--- src/rtl/signed_addsub_seq.sv ---
// Multi-cycle two's-complement adder/subtractor: CHUNK bits per cycle, LSB chunk first,
// with valid/ready handshakes and sign/zero/overflow/carry/magnitude flags.
module signed_addsub_seq #(
    parameter int WIDTH = 8,
    parameter int CHUNK = 4
) (
    input  logic             clk,
    input  logic             rst,
    input  logic             in_valid,
    output logic             in_ready,
    input  logic             op,
    input  logic [WIDTH-1:0] a,
    input  logic [WIDTH-1:0] b,
    output logic             out_valid,
    input  logic             out_ready,
    output logic [WIDTH-1:0] result,
    output logic [WIDTH-1:0] mag,
    output logic             carry,
    output logic             ovf,
    output logic             neg,
    output logic             zero
);

    localparam int NCHUNK = WIDTH / CHUNK;
    localparam int CW     = (NCHUNK > 1) ? $clog2(NCHUNK) : 1;
    localparam int BW     = $clog2(WIDTH) + 1;
    localparam logic [CW-1:0] LAST_CNT = CW'(NCHUNK - 1);

    generate
        if (WIDTH < 2 || CHUNK < 1 || (WIDTH % CHUNK) != 0) begin : g_bad_param
            $error("signed_addsub_seq: WIDTH must be >= 2 and a multiple of CHUNK");
        end
    endgenerate

    typedef enum logic [1:0] {
        S_IDLE = 2'd0,
        S_CALC = 2'd1,
        S_DONE = 2'd2
    } state_t;

    state_t           r_state;
    logic [WIDTH-1:0] r_a;
    logic [WIDTH-1:0] r_b;
    logic             r_op;
    logic             r_cy;
    logic [CW-1:0]    r_cnt;
    logic [WIDTH-1:0] r_result;
    logic             r_carry;
    logic             r_ovf;
    logic             r_in_ready;
    logic             r_out_valid;

    logic [BW-1:0]    w_base;
    logic [CHUNK-1:0] w_a_chunk;
    logic [CHUNK-1:0] w_b_chunk;
    logic [CHUNK:0]   w_sum;
    logic             w_cin_msb;
    logic             w_ovf;

    // Two's-complement magnitude; -2^(WIDTH-1) maps to 2^(WIDTH-1) as unsigned.
    function automatic logic [WIDTH-1:0] abs_mag(input logic [WIDTH-1:0] v);
        if (v[WIDTH-1]) begin
            return ~v + {{(WIDTH-1){1'b0}}, 1'b1};
        end else begin
            return v;
        end
    endfunction

    assign w_base    = BW'(r_cnt) * BW'(CHUNK);
    assign w_a_chunk = r_a[w_base +: CHUNK];
    assign w_b_chunk = r_op ? ~r_b[w_base +: CHUNK] : r_b[w_base +: CHUNK];
    assign w_sum     = {1'b0, w_a_chunk} + {1'b0, w_b_chunk} + {{CHUNK{1'b0}}, r_cy};
    // Carry into the MSB recovered from the MSB sum bit: s = a ^ b ^ cin.
    assign w_cin_msb = w_a_chunk[CHUNK-1] ^ w_b_chunk[CHUNK-1] ^ w_sum[CHUNK-1];
    assign w_ovf     = w_cin_msb ^ w_sum[CHUNK];

    // Control FSM and chunked ripple datapath.
    always_ff @(posedge clk or posedge rst) begin
        if (rst) begin
            r_state     <= S_IDLE;
            r_a         <= {WIDTH{1'b0}};
            r_b         <= {WIDTH{1'b0}};
            r_op        <= 1'b0;
            r_cy        <= 1'b0;
            r_cnt       <= {CW{1'b0}};
            r_result    <= {WIDTH{1'b0}};
            r_carry     <= 1'b0;
            r_ovf       <= 1'b0;
            r_in_ready  <= 1'b1;
            r_out_valid <= 1'b0;
        end else begin
            case (r_state)
                S_IDLE: begin
                    if (in_valid) begin
                        r_a        <= a;
                        r_b        <= b;
                        r_op       <= op;
                        r_cy       <= op;
                        r_cnt      <= {CW{1'b0}};
                        r_result   <= {WIDTH{1'b0}};
                        r_carry    <= 1'b0;
                        r_ovf      <= 1'b0;
                        r_in_ready <= 1'b0;
                        r_state    <= S_CALC;
                    end
                end
                S_CALC: begin
                    r_result[w_base +: CHUNK] <= w_sum[CHUNK-1:0];
                    r_cy                      <= w_sum[CHUNK];
                    if (r_cnt == LAST_CNT) begin
                        r_carry     <= r_op ^ w_sum[CHUNK];
                        r_ovf       <= w_ovf;
                        r_out_valid <= 1'b1;
                        r_state     <= S_DONE;
                    end else begin
                        r_cnt <= r_cnt + CW'(1);
                    end
                end
                S_DONE: begin
                    if (out_ready) begin
                        r_out_valid <= 1'b0;
                        r_in_ready  <= 1'b1;
                        r_state     <= S_IDLE;
                    end
                end
                default: begin
                    r_out_valid <= 1'b0;
                    r_in_ready  <= 1'b1;
                    r_state     <= S_IDLE;
                end
            endcase
        end
    end

    assign in_ready  = r_in_ready;
    assign out_valid = r_out_valid;
    assign result    = r_result;
    assign carry     = r_carry;
    assign ovf       = r_ovf;
    assign neg       = r_result[WIDTH-1];
    assign zero      = (r_result == {WIDTH{1'b0}});
    assign mag       = abs_mag(r_result);

endmodule

--- config.mk ---
export PLATFORM = sky130hd
export DESIGN_NAME = signed_addsub_seq
export DESIGN_NICKNAME = d
export VERILOG_FILES = /design/src/rtl/signed_addsub_seq.sv
export SDC_FILE = /design/constraint.sdc
export NUM_CORES = 1
export LEC_CHECK = 0
export CORE_UTILIZATION = 52
export DETAILED_ROUTE_END_ITERATION = 16
export PLACE_DENSITY = 0.85
export SETUP_SLACK_MARGIN = 0.2
export SYNTH_ARGS = -nofsm -noshare
export SYNTH_HDL_FRONTEND = slang
export SYNTH_SLANG_ARGS = --single-unit
export TNS_END_PERCENT = 100
--- constraint.sdc ---
create_clock -name clk -period 6.7 [get_ports clk]
set_clock_uncertainty 0.1 [all_clocks]
set_input_delay 1.34 -clock clk [delete_from_list [all_inputs] [get_ports clk]]
set_output_delay 1.34 -clock clk [all_outputs]
set_load 0.005 [all_outputs]
Word level (Yosys, flattened, before mapping)
Index checks and enable logic that the tools add are counted.
{"block": "totals", "reg_bits": 33, "latch_bits": 0, "mem_bits_rw": 0, "rom_bits": 0, "n_memories": 0}
{"block": "op_classes", "add_sub_neg": 5, "mul": 0, "div": 0, "order_cmp": 0, "n_eq_ne": 5, "shift": 4, "mux": 23, "bitwise_logic": 8, "reduce_logical": 9}
{"op": "$mux 8", "count": 2}
{"op": "$pmux 8 s2", "count": 1}
{"op": "$shiftx 8x4->4", "count": 2}
{"op": "$reduce_and 3->1", "count": 4}
{"op": "$add 8x1->8 const B", "count": 1}
{"op": "$bwmux 8", "count": 1}
{"op": "$logic_not 8->1", "count": 1}
{"op": "$mux 1", "count": 8}
{"op": "$not 8->8", "count": 1}
{"op": "$pmux 1 s2", "count": 4}
{"op": "$shift 4x6->8 const A", "count": 1}
{"op": "$shiftx 4x6->8", "count": 1}
{"op": "$mux 2", "count": 3}
{"op": "$ne 2x2->1 const B", "count": 3}
{"op": "$neg 3->6", "count": 1}
{"op": "$pmux 1 s3", "count": 2}
{"op": "$pmux 2 s3", "count": 1}
{"op": "$add 4x4->5", "count": 1}
{"op": "$add 5x1->5", "count": 1}
{"op": "$mux 4", "count": 1}
{"op": "$not 4->4", "count": 1}
{"op": "$reduce_and 2->1", "count": 2}
{"op": "$xor 1x1->1", "count": 4}
{"op": "$eq 2x1->1 const B", "count": 1}
{"op": "5 further kinds", "count": 6}

Logic depth before layout (Yosys ltp)
{"block": "logic_depth", "depth_word": 9, "depth_mapped": 10, "ltp_nobuf": 9}

Least setup slack after synthesis
No wires, ideal clock.
{"block": "synth_timing", "path_type": "reg2out", "from": "reg r_result[2], in the netlist result[2]", "to": "out mag[6]", "arrival_ns": 1.301, "required_time_ns": 5.260, "path_slack_ns": 3.959, "stages_incl_launch_ff": 5, "n_path_buf": 0, "path_cell_list": "dfrtp_1 -> or3_1 -> or2_4 -> o21ai_2 -> xnor2_1"}
{"block": "synth_via", "elab_chain_len": 3}
{"element": "from (decl)", "line_no": "47", "text": "logic [WIDTH-1:0] r_result;"}
{"element": "from (signal assigned)", "line_no": "86", "text": "r_result <= {WIDTH{1'b0}};"}
{"element": "from (signal assigned)", "line_no": "100", "text": "r_result <= {WIDTH{1'b0}};"}
{"element": "from (signal, indexed assignment)", "line_no": "108", "text": "r_result[w_base +: CHUNK] <= w_sum[CHUNK-1:0];"}
{"element": "$not 8->8", "line_no": "63", "text": "return ~v + {{(WIDTH-1){1'b0}}, 1'b1};"}
{"element": "$add 8x1->8", "line_no": "63"}
{"element": "$mux 8", "line_no": "62", "text": "if (v[WIDTH-1]) begin"}
{"element": "to (decl)", "line_no": "17", "text": "output logic [WIDTH-1:0] mag,"}
Every way passes these cells.

Worst setup path in the final report
Same ends and word-level chain as after synthesis.

==> run_results.csv <==
group,metric,value,unit
setup_path,startpoint_type,"flop",
timing,hold_viol,0,
place,dp_hpwl,2.47,mm
detailed_routing,first_pass_iters,4,
run_status,status,"complete, no violations",
power_and_ir_drop,power_frac_seq,0.313,
detailed_routing,vias,1261,
timing,final.min_clock_period,3.66,ns
clock_network,cts_buffers,5,
synth,avgSynthCellArea,11.7,µm²
clock_network,cts_tree,"done",
floorplanning,die_w,59.5,µm
clock_network,root_buffer,"clkbuf_4",
power_and_ir_drop,pwr-share-comb,0.605,
synth,netlist_instances,147,
timing,setup-tns-final,0,ns
final_layout,drive_gt1_frac,0.158,
synth,ys_seq_elements,33,
detailed_routing,route.detailed.drc,0,
clock_network,htree_num_levels,2,
min_path,hold_path.class,"reg2reg",
global_routing,antenna_found_initial,0,
global_routing,grt_pass1_wl,5.58,mm
setup_path,crit_fanout,6,
setup_path,endpoint_kind,"output port",
clock_network,clock_path_buffers,2,
synth,synthesis.area,0.00172,mm²
synth,ys_types,34,
final_layout,final_common_cell,"clkdlybuf4s50_1",
power_and_ir_drop,p_sw_frac,0.397,
clock_network,clk_latency,0.34,ns
power_and_ir_drop,p_int,0.749,mW
detailed_routing,drtAntennaViolNets,0,
setup_path,path_delay_family,"simple AND/OR/NAND/NOR gates",
global_routing,grt_max_degree,34,
setup_path,critPathRequiredTime,5.26,ns
synth,synth_seq_area_share,0.480,
floorplanning,die_y,59.5,µm
floorplanning,initial_core_util,0.555,
timing,setup_viol,0,
clock_network,cts_resized,0,
setup_path,critPathKind,"reg2out",
detailed_routing,routedWlPerCell,13.8,µm
detailed_routing,viasPerCell,5.39,
timing,fmax,0.273,GHz
final_layout,final_cell_mix,"clkdlybuf4s50_1, dfrtp_1, mux2_2, xnor2_1, inv_1",
flow_run,cap_violations,0,
place,port_buffers,42,
floorplanning,ioPinCount,43,
clock_network,ctsHoldBuffers,0,
final_layout,fin_util,0.708,
timing,period_share,0.546,
detailed_routing,routed_wl,3.23,mm
power_and_ir_drop,p_clk_frac,0.083,
power_and_ir_drop,power,1.24,mW
final_layout,syn_to_final_growth,27.7,%
synth,syn_nets,174,
floorplanning,core,0.00310,mm²
setup_path,crit_buf_inv,1,
synth,yosysWarnings,0,
floorplanning,num_rows,20,
setup_path,worst_path_largest_cell_delay,0.52,ns
power_and_ir_drop,powerDensity,566,mW/mm²
clock_network,path_clk_slew,0.09,ns
timing,worst_pin_slew,0.783,ns
final_layout,num-fill-cells,260,
timing,slew_viol_final,0,
final_layout,diodes,0,
power_and_ir_drop,switchingPower,0.494,mW
global_routing,grt-ovfl-total,0,
setup_path,crit_arrival,2.22,ns
global_routing,grt_use_total,0.219,
power_and_ir_drop,ir_drop,297,µV
final_layout,layout.nets,216,
setup_path,crit_path_top_delay_cell,"clkdlybuf4s50_1",
timing,relSlewSlack,0.478,
power_and_ir_drop,total_leakage_power,0.949,nW
global_routing,grt_pass1_vias,1276,
clock_network,cts_setup_buffers,0,
detailed_routing,drt_iter0_drc,57,
setup_path,crit_chain,"or3_1 -> or2_4 -> o21ai_2 -> xnor2_1 -> clkdlybuf4s50_1",
floorplanning,die-area,0.00355,mm²
place,gp_congestion,0.753,
clock_network,cts.sinks,33,
timing,rsz0062_at_grt,"no",
-- final cells by class --
type / instances / area [µm²] / share of cell area
inverter: 10 / 37.5 / 0.0171
tap: 44 / 55.1 / 0.0250
timing repair buffer: 43 / 428 / 0.195
clock buffer: 8 / 48.8 / 0.0222
sequential: 33 / 827 / 0.376
multi-input combinational: 96 / 802 / 0.365
-- power groups by stage --
stage          Sequential (mW)  Combinational, mW  Clock, mW
5_1_grt                  0.403              0.839      0.116
3_5_place_dp             0.393              0.754          0
2_1_floorplan            0.346              0.571          0
3_3_place_gp             0.384              0.724          0
6_report                 0.389              0.752      0.103
4_1_cts                  0.388              0.757      0.107
-- worst paths after layout --
kind,from,end,slack (ns),cells past startpoint
max reg2reg,r_cnt,ovf,3.83,9
min in group asynchronous,rst,r_state[1],1.28,3
min,r_a[7],r_a[7],0.41,1
max in group asynchronous,rst,in_ready,4.89,3
max,result[2],mag[6],3.04,5
min reg2reg,r_a[7],r_a[7],0.41,1
-- cell usage after synthesis (all sizes together) --
| cell type | number | area share |
|---|---|---|
| o2bb2ai | 1 | 0.0051 |
| nor3 | 1 | 0.0029 |
| a21o | 1 | 0.0044 |
| or3 | 2 | 0.0073 |
| o22a | 1 | 0.0051 |
| ha | 4 | 0.029 |
| xor2 | 2 | 0.010 |
| dfrtp | 32 | 0.47 |
| nor2 | 7 | 0.015 |
| nor4 | 1 | 0.0036 |
| o31ai | 4 | 0.017 |
| fa | 2 | 0.023 |
| nor2b | 1 | 0.0036 |
| o221ai | 1 | 0.0051 |
| nand2b | 1 | 0.0080 |
| nand3 | 3 | 0.0087 |
| a21oi | 3 | 0.0087 |
| buf | 7 | 0.030 |
| mux2 | 19 | 0.12 |
| a22o | 9 | 0.047 |
| dfstp | 1 | 0.015 |
| or2 | 1 | 0.0051 |
| o21ai | 8 | 0.025 |
| xnor2 | 11 | 0.056 |
| nand3b | 1 | 0.0044 |
| clkbuf | 1 | 0.0022 |
| and2b | 1 | 0.0044 |
| nand2 | 6 | 0.013 |
| mux2i | 5 | 0.029 |
| inv | 10 | 0.022 |
-- stage by stage --
| stage | cell area [µm²] | hold slack [ns] | setup slack [ns] | instances |
|---|---|---|---|---|
| 2_1_floorplan | 1720 | 0.375 | 3.96 | 147 |
| 3_3_place_gp | 2150 | 0.388 | 3.32 | 226 |
| 3_5_place_dp | 2150 | 0.393 | 3.22 | 226 |
| 4_1_cts | 2200 | 0.413 | 3.02 | 234 |
| 5_1_grt | 2200 | 0.424 | 2.92 | 234 |
| 6_report | 2200 | 0.413 | 3.04 | 234 |
-- cells by family (layout without fill, tap and decap cells) --
| family | after synthesis | count (layout) | synth area share |
|---|---|---|---|
| buf+inv | 18 | 61 | 0.0538 |
| compound gates | 28 | 28 | 0.118 |
| mux | 24 | 24 | 0.153 |
| simple gates | 25 | 25 | 0.0763 |
| fa+ha+maj | 6 | 6 | 0.0523 |
| flops | 33 | 33 | 0.480 |
| xor+xnor | 13 | 13 | 0.0661 |
-- sequential cells by signal, indices dropped and copies added (netlist names) --
register,flops
r_op,1
r_cnt,1
out_valid,1
result,8
ovf,1
carry,1
r_cy,1
r_state,2
r_b,8
r_a,8
in_ready,1
-- layer usage --
layer  GRT usage  vias up  part of all wire
li1            -      595                 -
met1       0.243      616              0.41
met2       0.382       44              0.53
met3      0.0480        6             0.047
met4       0.133        0            0.0071
met5           0        -                 0
(Power assumes the default switching activity.)
